## config.mk

```make
export PLATFORM = sky130hd
export DESIGN_NAME = uart_tx
export DESIGN_NICKNAME = d
export VERILOG_FILES = /design/src/rtl/uart_tx.sv
export SDC_FILE = /design/constraint.sdc
export NUM_CORES = 1
export LEC_CHECK = 0
export BUFFER_PORTS_ARGS = -buffer_cell sky130_fd_sc_hd__buf_2
export CAP_MARGIN = 40
export CORE_MARGIN = 2
export CORE_UTILIZATION = 45
export CTS_BUF_LIST = sky130_fd_sc_hd__clkbuf_8
export DETAILED_ROUTE_END_ITERATION = 10
export PLACE_DENSITY_LB_ADDON = 0.1
export SYNTH_ARGS = -nofsm -noshare
export SYNTH_HDL_FRONTEND = slang
export SYNTH_SLANG_ARGS = --single-unit
```

## constraint.sdc

```tcl
create_clock -name clk -period 6.4 [get_ports clk]
set_clock_uncertainty 0.1 [all_clocks]
set_input_delay 1.28 -clock clk [delete_from_list [all_inputs] [get_ports clk]]
set_output_delay 1.28 -clock clk [all_outputs]
set_load 0.02 [all_outputs]
```

## src/rtl/uart_tx.sv

```systemverilog
// rtl/uart_tx.sv - serializing UART transmitter: start, LSB-first data, optional parity, stop
module uart_tx #(
    parameter int DATA_WIDTH = 8
) (
    input  logic                  clk,
    input  logic                  rst,
    input  logic [DATA_WIDTH-1:0] P_DATA,
    input  logic                  DATA_VALID,
    input  logic                  PAR_EN,
    input  logic                  PAR_TYP,
    input  logic [5:0]            prescale,
    output logic                  TX_OUT,
    output logic                  busy,
    output logic                  tx_done
);

    localparam int BW = (DATA_WIDTH > 1) ? $clog2(DATA_WIDTH) : 1;
    localparam logic [BW-1:0] LAST_BIT = BW'(DATA_WIDTH - 1);

    typedef enum logic [2:0] {
        IDLE   = 3'd0,
        START  = 3'd1,
        DATA   = 3'd2,
        PARITY = 3'd3,
        STOP   = 3'd4
    } state_t;

    state_t                  state_q, state_d;
    logic [5:0]              edge_q, edge_d;
    logic [BW-1:0]           bit_q, bit_d;
    logic [DATA_WIDTH-1:0]   data_q, data_d;
    logic                    par_en_q, par_en_d;
    logic                    par_bit_q, par_bit_d;
    logic [5:0]              prescale_q, prescale_d;
    logic                    tx_q, tx_d;
    logic                    last_edge;

    // prescale 0 makes the compare value 63, giving a 64-cycle bit
    assign last_edge = (edge_q == (prescale_q - 6'd1));

    always_comb begin
        state_d    = state_q;
        edge_d     = edge_q;
        bit_d      = bit_q;
        data_d     = data_q;
        par_en_d   = par_en_q;
        par_bit_d  = par_bit_q;
        prescale_d = prescale_q;
        tx_d       = 1'b1;

        if (state_q == IDLE) begin
            if (DATA_VALID) begin
                state_d    = START;
                edge_d     = 6'd0;
                bit_d      = '0;
                data_d     = P_DATA;
                par_en_d   = PAR_EN;
                par_bit_d  = (^P_DATA) ^ PAR_TYP;
                prescale_d = prescale;
            end
        end else if (last_edge) begin
            edge_d = 6'd0;
            case (state_q)
                START:  state_d = DATA;
                DATA: begin
                    if (bit_q == LAST_BIT) begin
                        bit_d   = '0;
                        state_d = par_en_q ? PARITY : STOP;
                    end else begin
                        bit_d = bit_q + 1'b1;
                    end
                end
                PARITY: state_d = STOP;
                STOP:   state_d = IDLE;
                default: state_d = IDLE;
            endcase
        end else begin
            edge_d = edge_q + 6'd1;
        end

        // Line level is registered from the next state so it flips exactly at bit boundaries
        case (state_d)
            START:   tx_d = 1'b0;
            DATA:    tx_d = data_d[bit_d];
            PARITY:  tx_d = par_bit_d;
            default: tx_d = 1'b1;
        endcase
    end

    always_ff @(posedge clk) begin
        if (rst) begin
            state_q    <= IDLE;
            edge_q     <= 6'd0;
            bit_q      <= '0;
            data_q     <= '0;
            par_en_q   <= 1'b0;
            par_bit_q  <= 1'b0;
            prescale_q <= 6'd0;
            tx_q       <= 1'b1;
        end else begin
            state_q    <= state_d;
            edge_q     <= edge_d;
            bit_q      <= bit_d;
            data_q     <= data_d;
            par_en_q   <= par_en_d;
            par_bit_q  <= par_bit_d;
            prescale_q <= prescale_d;
            tx_q       <= tx_d;
        end
    end

    assign TX_OUT  = tx_q;
    assign busy    = (state_q != IDLE);
    assign tx_done = (state_q == STOP) && last_edge;

endmodule

```

Word level (Yosys, flattened, before mapping)
Cells that the tools add are included.
{"block": "op_classes", "addsub": 3, "mul": 0, "div": 0, "n_lt_le_gt_ge": 1, "n_eq_ne": 10, "shift": 0, "muxes": 21, "bitwise": 1, "reduce_logical": 5}
{"operator": "$mux W3", "n": 10}
{"operator": "$mux W6", "n": 3}
{"operator": "$mux W8", "n": 2}
{"operator": "$eq A3 B2 Y1 const B", "n": 4}
{"operator": "$pmux W3 S3", "n": 1}
{"operator": "$reduce_xor A8 Y1", "n": 1}
{"operator": "$add A6 B1 Y6 const B", "n": 1}
{"operator": "$eq A3 B1 Y1 const B", "n": 2}
{"operator": "$eq A3 B3 Y1 const B", "n": 2}
{"operator": "$eq A6 B6 Y1", "n": 1}
{"operator": "$sub A6 B1 Y6 const B", "n": 1}
{"operator": "$lt A3 B4 Y1 const B", "n": 1}
{"operator": "$add A3 B1 Y3 const B", "n": 1}
{"operator": "$bmux W1 S3", "n": 1}
{"operator": "$logic_not A3 Y1", "n": 1}
{"operator": "$mux W1", "n": 3}
{"operator": "$pmux W1 S3", "n": 1}
{"operator": "$reduce_bool A3 Y1", "n": 1}
{"operator": "$ne A2 B2 Y1 const B", "n": 1}
{"operator": "$reduce_and A2 Y1", "n": 1}
{"operator": "$logic_and A1 B1 Y1", "n": 1}
{"operator": "$xor A1 B1 Y1", "n": 1}
{"block": "word_totals", "register_bits": 29, "latchBits": 0, "mem_bits_rw": 0, "mem_bits_ro": 0, "input_bits": 19, "out_inout_bits": 3, "elab_cells": 49, "mem_count": 0}

Depth between registers and ports, before layout
Gate-level depths: netlist of run 1.
{"block": "logic_depth", "ltp_word": 8, "ltp_mapped": 10, "mapped_depth_nobuf": 10}

Worst setup path after synthesis of run 1
Ideal clock, no wire load.
{"block": "synth_timing", "kind": "register to output", "start": "register prescale_q[0]", "end": "output tx_done", "arrival_ns": 2.656, "required_ns": 5.020, "slack_ns": 2.364, "stages_incl_launch_ff": 6, "n_path_buf": 0, "path_cell_list": "dfxtp_1 -> or4_1 -> or3_4 -> a2111oi_4 -> nand2_1 -> nor4b_1"}
{"block": "synth_between", "elab_chain_len": 3}
{"item": "from (decl)", "line": "34", "text": "logic [5:0] prescale_q, prescale_d;"}
{"item": "from (signal assigned)", "line": "107", "text": "prescale_q <= prescale_d;"}
{"item": "$sub A6 B1 Y6", "line": "39", "text": "assign last_edge = (edge_q == (prescale_q - 6'd1));"}
{"item": "$eq A6 B6 Y1", "line": "39"}
{"item": "$logic_and A1 B1 Y1", "line": "114", "text": "assign tx_done = (state_q == STOP) && last_edge;"}
{"item": "to (decl)", "line": "14", "text": "output logic tx_done"}
No other way between the ends.

Worst setup path after layout of run 1
Ends and elaborated chain as after synthesis.

==> flow_summary.toml, run 1 <==
[min_path]
hold_depth = 2
holdCritStartpoint = "data_q[7]$_SDFF_PP0_"
hold_path_class = "reg2reg"
min_to = "data_q[7]$_SDFF_PP0_"

[detailed_routing]
highest_layer = "met4"
routed_wl_um = 3459
antenna_left = 0
wire_per_inst_um = 12.44
vias_per_cell = 5.374
dr_wl_met3_um = 166
drt_pass1_iterations = 4
drt_iter0_markers = 118
drc_errors = 0
vias = 1494
m1WireLength_um = 1731
wl_met2_um = 1503

[synthesis]
postSynthCellCount = 209
ys_warn_count = 0
postSynthAreaPerCell_um2 = 7.848
synth_top_area_cell = "dfxtp_1"
synth_top_area_share_pct = 35.39
synth_most_common_cell = "nand2_1"
synth_area_um2 = 1640
synth_flop_cell = "dfxtp_1"
syn_nets = 232
synth-seq-cells = 29
synth-edff-count = 0
ys_top_cells_by_area = "dfxtp_1 35%, nand2_1 9.2%, a21oi_1 7.3%"
yosysSeqAreaShare_pct = 35.39
async_flop_share_pct = 0
synth_top_cells_by_count = "40 x nand2_1, 29 x dfxtp_1, 24 x a21oi_1"
ys_types = 43

[die]
dieWidth_um = 64.38
rows = 21
core_um2 = 3416
ios = 22
die_y_um = 64.38
die_area_um2 = 4144
initial_core_util_pct = 48.02

[worst_setup_path]
endpoint_kind = "output pin"
critical_path_required_ns = 5.02
path_class = "reg2out"
critPathSlowestCell = "or4_1"
timing.rr.start = "prescale_q[0]$_SDFFE_PP0P_"
r2r_end = "TX_OUT$_SDFF_PP1_"
path_max_fanout = 9
reg2reg_depth = 8
cp_num_buf_inv = 1
cp_data_arrival_time_ns = 2.85
startpoint_type = "flop"
path_cells = "or4_1 > or3_4 > a2111oi_4 > nand2_1 > nor4b_1 > buf_2"
r2r_setup_slack_ns = 3.23
crit_family = "simple AND/OR/NAND/NOR gates"
slowest_delay_ns = 0.56

[sta]
hold_violations = 0
max_slew.worst_pin.slew_ns = 0.5213
finalSetupTns_ns = 0
rsz0062_at_grt = "false"
slew_violations = 0
final.period_utilization_pct = 66.09
fin_crit_ns = 4.230
slew_headroom_pct = 65.25
setup_viol = 0
clock.fmax_ghz = 0.2364

[global_routing]
globalRouteOverflowTotal = 0
grt_pass1_vias = 1343
track_usage_pct = 18.67
antenna_found_initial = 0
grt_first_pass_wirelength_um = 5927
grt_max_degree = 30

[clock_tree]
cts_setup_buffers = 0
cts-root-buf = "clkbuf_8"
clk_latency_ns = 0.28
holdBufCountCts = 0
cts_resized = 0
htreeDepth = 2
cts_tree = "done"
clk_pin_slew_ns = 0.06
cts_buffer_depth = 2
cts_sinks = 29
numCtsBuffers = 5

[placed_design]
io_buffers = 21
post-dp-hpwl_um = 2582
gp_congestion = 0.7917

[outcome]
status = "finished clean"

[power]
ir_drop_uv = 148.9
p_per_area_nw_per_um2 = 237.5
power_uw = 447.8
power.leakage_nw = 0.7312

[cells_and_area]
syn_to_final_growth_pct = 14.95
nets = 254
n_antenna_cell = 0
fillers = 338
layout-drive-gt1-share_pct = 15.95

[job]
cap_violations = 0
==> sequential cells by signal, summed over array words and instances (netlist names) <==
| signal | count |
|---|---|
| bit_q | 3 |
| par_en_q | 1 |
| state_q | 3 |
| edge_q | 6 |
| par_bit_q | 1 |
| TX_OUT | 1 |
| data_q | 8 |
| prescale_q | 6 |
==> cells in the final DEF, fill, tap and decap left out, drive strengths merged, types with 2 or more instances in the layout <==
| cell type | instances |
|---|---|
| nand2 | 40 |
| dfxtp | 29 |
| a21oi | 24 |
| buf | 22 |
| nor2 | 20 |
| xnor2 | 13 |
| o21ai | 9 |
| inv | 7 |
| clkbuf | 7 |
| nand3 | 6 |
| nor2b | 5 |
| nor4b | 4 |
| ha | 4 |
| or3 | 4 |
| or4 | 3 |
| mux2i | 3 |
| and3 | 3 |
| a31oi | 2 |
| nor3 | 2 |
| nand2b | 2 |
| nand3b | 2 |
| and2 | 2 |
| mux2 | 2 |
==> worst min-delay path, cell delays in order (launching register included) <==
cell and delay (ns):
dfxtp_1 0.31, nand2_1 0.05, a21oi_1 0.05
==> through the flow <==
stage | cells | worst slack, ns | hold slack (ns) | util, % | area [µm²]
finish | 278 | 2.170 | 0.3571 | 55.20 | 1886
global route | 278 | 1.992 | 0.3834 | 55.20 | 1886
CTS | 278 | 2.181 | 0.3606 | 55.20 | 1886
detailed placement | 270 | 2.507 | 0.3519 | 52.23 | 1784
global placement | 270 | 2.553 | 0.3418 | 52.23 | 1784
floorplan | 209 | 2.364 | 0.3322 | - | 1640
==> kinds of logic (layout without fill, tap and decap cells) <==
group	after synthesis	after routing	synth area share, %
simple gates	95	95	28.37
compound gates	48	48	19.30
flops	29	29	35.39
xor+xnor	14	14	7.475
buf+inv	14	37	3.204
mux	5	5	3.204
fa+ha+maj	4	4	3.051
==> per-layer routing <==
metal  global-route usage, %  vias to the layer above
li1                        -                      774
met1                   24.89                      680
met2                   27.34                       36
met3                   5.106                        4
met4                   9.840                        0
met5                       0                        -
==> worst max path at each step <==
stage	from	end	slack, ns	cells after the start
6_report	prescale_q[0]$_SDFFE_PP0P_	tx_done	2.17	6
5_1_grt	prescale_q[0]$_SDFFE_PP0P_	tx_done	1.99	6
4_1_cts	prescale_q[0]$_SDFFE_PP0P_	tx_done	2.18	6
3_5_place_dp	prescale_q[0]$_SDFFE_PP0P_	tx_done	2.51	6
3_3_place_gp	prescale_q[0]$_SDFFE_PP0P_	tx_done	2.55	6
2_1_floorplan	prescale_q[0]$_SDFFE_PP0P_	tx_done	2.36	5
==> where the power goes <==
group	leakage, nW	switching (mW)	total (mW)	internal [mW]
registers	0.237	0.00847	0.200	0.191
logic	0.440	0.0474	0.0830	0.0356
clock network	0.0542	0.0681	0.165	0.0970
total	0.731	0.124	0.448	0.324
==> area by class of cell <==
cell class	count	area, µm²	area share (%)
clock buffer	7	96.34	5.109
multi-input combinational	166	1007	53.42
tap	46	57.56	3.052
sequential	29	580.6	30.79
timing repair buffer	22	112.6	5.972
clock inverter	1	5.005	0.2654
inverter	7	26.28	1.393
Note: power is estimated with default switching activity, not from simulation.
==> run 2, diff against run 1 <==
ABC_AREA = 1   (was unset)
clock period = 3.61 ns   (was 6.4 ns; I/O delays follow)
==> run 2 against run 1 <==
Compared with the run above:
- sequential power increased by 78%
- die area increased by 7.6%
- combinational power increased by 140%
- routed wire length increased by 12%
- final cell count increased by 17%
- first-iteration DRC count decreased by 18%
- highest routed layer unchanged
==> flow_summary.toml, run 2 <==
[outcome]
status = "finished clean"

[detailed_routing]
routed_wl_um = 3885
vias_per_cell = 4.890
drt_iter0_markers = 97
vias = 1594
drc_errors = 0
antenna_left = 0
wire_per_inst_um = 11.92
drt_pass1_iterations = 4

[sta]
clock.fmax_ghz = 0.3579
rsz0062_at_grt = "false"
max_slew.worst_pin.slew_ns = 0.4935
slew_violations = 0
final.period_utilization_pct = 77.39
fin_crit_ns = 2.794
finalSetupTns_ns = 0
slew_headroom_pct = 67.07
setup_viol = 0
hold_violations = 0

[global_routing]
antenna_found_initial = 0
grt_max_degree = 21
globalRouteOverflowTotal = 0
track_usage_pct = 19.95
grt_pass1_vias = 1443
grt_first_pass_wirelength_um = 6624

[clock_tree]
cts_sinks = 29
cts_setup_buffers = 0
htreeDepth = 2
numCtsBuffers = 5
cts_resized = 0
clk_latency_ns = 0.28
cts_tree = "done"
cts-root-buf = "clkbuf_8"
cts_buffer_depth = 2
holdBufCountCts = 0
clk_pin_slew_ns = 0.07

[placed_design]
gp_congestion = 0.8150
placed_cell_area_um2 = 1924
io_buffers = 21
post-dp-hpwl_um = 2915

[cells_and_area]
final_area_um2 = 2011
final_common_cell = "nand2_1"
largest_reg_flops = 8
nets = 300
syn_to_final_growth_pct = 13.41
top_regs = "data_q: 8 flops, edge_q: 6 flops, prescale_q: 6 flops"
largest_register = "data_q"
n_antenna_cell = 0
layout_common_cells = "52 x nand2_1, 29 x dfxtp_1, 29 x nand3_1"
layout-drive-gt1-share_pct = 22.30
fin_util_pct = 54.11

[worst_setup_path]
critPathSlowestCell = "dfxtp_1"
endpoint_kind = "output pin"
crit_path_frequent_cell = "nand2_1"
critical_path_required_ns = 2.79
cp_num_buf_inv = 3
path_cells = "inv_2 > ha_1 > inv_1 > nand2_1 > nand2_1 > nor2_4 > nand2_1 > nor2_2 > nand3_2 > nor4_1 > buf_2"
path_class = "reg2out"
slowest_delay_ns = 0.37
crit_family = "simple AND/OR/NAND/NOR gates"
cp_data_arrival_time_ns = 1.97
path_max_fanout = 5
startpoint_type = "flop"

[synthesis]
ys_types = 29
synth_fa_ha_area_share_pct = 2.823
async_flop_share_pct = 0
synth_top_cells_by_count = "52 x nand2_1, 29 x dfxtp_1, 29 x nand3_1"
syn_nets = 276
ys_warn_count = 0
postSynthAreaPerCell_um2 = 7.008
synth_compound_area_share_pct = 10.44
ys_top_cells_by_area = "dfxtp_1 33%, nand2_1 11%, nand3_1 8.2%"
synthMuxAreaShare_pct = 4.517
synth_top_area_cell = "dfxtp_1"
synth-edff-count = 0
synth-simple-area-share_pct = 37.54
synth-seq-cells = 29
yosysSeqAreaShare_pct = 32.75
synth_most_common_cell = "nand2_1"
synth_flop_cell = "dfxtp_1"
synth-xor-area-share_pct = 3.952
synth_top_family_by_area = "simple AND/OR/NAND/NOR gates"
synth_top_area_share_pct = 32.75
synth_area_um2 = 1773
postSynthCellCount = 253

[job]
cap_violations = 0

[power]
ir_drop_uv = 283.7
power.leakage_nw = 0.9387
p_per_area_nw_per_um2 = 406.3

[die]
core_um2 = 3716
rows = 22
initial_core_util_pct = 47.71
die_y_um = 66.77
ios = 22
die_area_um2 = 4458
dieWidth_um = 66.77

[min_path]
hold_path_class = "reg2reg"
-- run 2: power breakdown --
| group | total (mW) | leakage (nW) | switching, mW | internal, mW |
|---|---|---|---|---|
| clock | 0.264 | 0.0439 | 0.132 | 0.133 |
| combinational | 0.196 | 0.657 | 0.125 | 0.0711 |
| sequential | 0.356 | 0.238 | 0.0149 | 0.341 |
-- run 2: final cells by class --
type,count,area [µm²]
clock buffer,5,68.82
clock inverter,3,17.52
fill,376,1705
inverter,32,120.1
multi-input combinational,187,1051
sequential,29,580.6
tap,48,60.06
timing repair buffer,22,112.6
-- run 2: cells by family (layout without fill, tap and decap cells) --
group | count (synthesis) | after routing
flip-flops | 29 | 29
AO/OA/AOI/OAI | 33 | 33
multiplexers | 8 | 8
AND/OR/NAND/NOR | 134 | 134
buffers and inverters | 37 | 62
adder cells (fa/ha/maj) | 4 | 4
XOR/XNOR | 8 | 8
-- run 2: tightest hold or removal path, delay by kind of cell (launching register included) --
kind             cells  cell delay [ns]
flip-flops           1             0.30
AO/OA/AOI/OAI        1             0.06
AND/OR/NAND/NOR      1             0.07
-- run 2: worst paths after layout --
check                             start                   end  slack, ns  depth (start not counted)
max          prescale_q[0]$_SDFFE_PP0P_               tx_done       0.82                         11
min                par_bit_q$_SDFF_PP0_  par_bit_q$_SDFF_PP0_       0.38                          2
max reg2reg  prescale_q[0]$_SDFFE_PP0P_     TX_OUT$_SDFF_PP1_       1.48                         15
min reg2reg        par_bit_q$_SDFF_PP0_  par_bit_q$_SDFF_PP0_       0.38                          2
-- run 2: routing by layer --
| layer | track usage [%] | vias up | part of all wire (%) |
|---|---|---|---|
| met5 | 0 | - | 0 |
| met4 | 7.653 | 0 | 0.64 |
| met3 | 4.561 | 2 | 2.8 |
| met2 | 27.75 | 18 | 42 |
| met1 | 29.40 | 711 | 54 |
| li1 | - | 863 | - |
-- run 2: stage by stage --
stage               power (mW)  cells  hold WS [ns]  setup slack (ns)
floorplan               0.5109    253        0.3444            0.9140
global placement        0.5578    318        0.3603             1.145
detailed placement      0.5590    318        0.3693             1.115
CTS                     0.8238    326        0.3785            0.8062
global route            0.8721    326        0.4142            0.6192
finish                  0.8170    326        0.3774            0.8161
==> run 3, diff against run 2 <==
clock period = 2.35 ns   (was 3.61 ns; I/O delays follow)
==> run 3 against run 2 <==
Compared with the run above:
- setup slack lost 0.81 ns
- first-iteration DRC count shrank 32%
- routed wire length shrank 2.0%
- largest power group unchanged
==> flow_summary.toml, run 3 (synthesized netlist as in run 2, its figures left out) <==
[clock_tree]
holdBufCountCts = 0
htreeDepth = 2
clk_pin_slew_ns = 0.06
cts-root-buf = "clkbuf_8"
cts_sinks = 29
numCtsBuffers = 5
clk_latency_ns = 0.28
cts_tree = "done"
cts_buffer_depth = 2

[worst_setup_path]
startpoint_type = "flop"
endpoint_kind = "output pin"
path_cells = "inv_4 > ha_4 > inv_2 > nand2_2 > nand2_2 > nor2_4 > nand2_2 > nor2_2 > nand3_2 > nor4_2 > buf_4"
path_class = "reg2out"
cp_num_buf_inv = 3
crit_start = "prescale_q[0]$_SDFFE_PP0P_"
crit_family = "simple AND/OR/NAND/NOR gates"
path_max_fanout = 4
cp_data_arrival_time_ns = 1.77
timing.rr.start = "prescale_q[0]$_SDFFE_PP0P_"
critPathSlowestCell = "dfxtp_4"
critical_path_required_ns = 1.78
crit_path_frequent_cell = "nand2_2"
slowest_delay_ns = 0.36

[cells_and_area]
n_antenna_cell = 0
layout-drive-gt1-share_pct = 25.09
largest_register = "data_q"
instances_no_fill = 327
top_regs = "data_q: 8 flops, edge_q: 6 flops, prescale_q: 6 flops"
layout_common_cells = "49 x nand2_1, 29 x nand3_1, 28 x dfxtp_1"
fillers = 388
final_common_cell = "nand2_1"
nets = 302
syn_to_final_growth_pct = 16.23
largest_reg_flops = 8
fin_util_pct = 55.45

[power]
p_per_area_nw_per_um2 = 617.3
p_comb_share_pct = 24.6
p_sw_uw = 402.3
power.leakage_nw = 0.9536
p_sw_share_pct = 31.63
p_clk_share_pct = 32.3
ir_drop_uv = 480.5
seq_power_share_pct = 43.1
p_int_uw = 869.7
power_mw = 1.272

[global_routing]
globalRouteOverflowTotal = 0
grt_first_pass_wirelength_um = 6693
grt_pass1_vias = 1512
grt.met3_usage_pct = 5.236
grt_max_degree = 21
gr-usage-met1_pct = 26.27
busiest_layer = "met2"
use_met2_pct = 32.00
track_usage_pct = 20.23
antenna_found_initial = 0

[die]
initial_core_util_pct = 47.71
die_area_um2 = 4458
ios = 22
die_y_um = 66.77
rows = 22
dieWidth_um = 66.77
core_um2 = 3716

[placed_design]
placed_cells = 318
io_buffers = 21
post-dp-hpwl_um = 2923
gp_congestion = 0.8040
preCtsSetupSlack_ns = 0.1231

[sta]
max_slew.worst_pin.slew_ns = 0.5111
rsz0062_at_grt = "true"
fin_hold_ws_ns = 0.3226
slew_headroom_pct = 65.89
setup_slack_ns = 0.006719
final.period_utilization_pct = 99.71
setup_viol = 0
clock.fmax_ghz = 0.4268
slew_violations = 0
hold_violations = 0
fin_crit_ns = 2.343

[detailed_routing]
drt_pass1_iterations = 4
vias = 1598
drt_iter0_markers = 66
vias_per_cell = 4.887
drc_errors = 0
antenna_left = 0
wire_per_inst_um = 11.65
routed_wl_um = 3809

[job]
cap_violations = 0

[outcome]
status = "finished clean"

[min_path]
hold_path_class = "in2reg"
holdCritStartpoint = "prescale[5]"
==> run 3: what timing repair did <==
item | CTS | global route
endpoints found under the setup margin | 1 | 1
hold endpoints to repair | 0 | 0
gates resized for setup | 6 | 4
setup buffers | 0 | 2
==> run 3: metal layers <==
layer  wire (µm)  share of wire (%)
met5           0                  0
met4          71                1.9
met3         135                3.5
met2        1700                 45
met1        1901                 50
==> run 3: area by class of cell <==
cell class | count | area, µm² | area share, %
Tap cell | 48 | 60.06 | 2.914
Clock buffer | 6 | 82.58 | 4.007
Multi-Input combinational cell | 187 | 1077 | 52.28
Inverter | 32 | 122.6 | 5.950
Timing Repair Buffer | 24 | 130.1 | 6.315
Sequential cell | 29 | 584.3 | 28.35
Clock inverter | 1 | 3.754 | 0.1821
==> run 3: worst paths after layout <==
path                            slack, ns                          to  cells after the start
worst max register to register       0.24           TX_OUT$_SDFF_PP1_                     16
worst min register to register       0.37        par_bit_q$_SDFF_PP0_                      2
worst max-delay path                0.007                     tx_done                     11
worst min-delay path                 0.32  prescale_q[5]$_SDFFE_PP0P_                      3
==> run 3: worst register-to-register path: cells and delay by family (launching register included) <==
family	cells	cell delay [ns]
buf+inv	3	0.24
fa+ha+maj	1	0.26
compound gates	2	0.22
flops	1	0.36
simple gates	10	0.81
==> run 3: stage by stage <==
step | area, µm² | setup TNS (ns)
finish | 2061 | 0
global route | 2061 | -0.1170
CTS | 2036 | -0.09686
detailed placement | 1931 | 0
global placement | 1931 | 0
floorplan | 1779 | 0
==> run 3: power groups by stage <==
stage	Clock (mW)	Sequential, mW	Combinational (mW)
3_3_place_gp	0	0.557	0.300
3_5_place_dp	0	0.558	0.300
5_1_grt	0.453	0.553	0.355
2_1_floorplan	0	0.556	0.230
4_1_cts	0.423	0.549	0.311
6_report	0.411	0.548	0.312
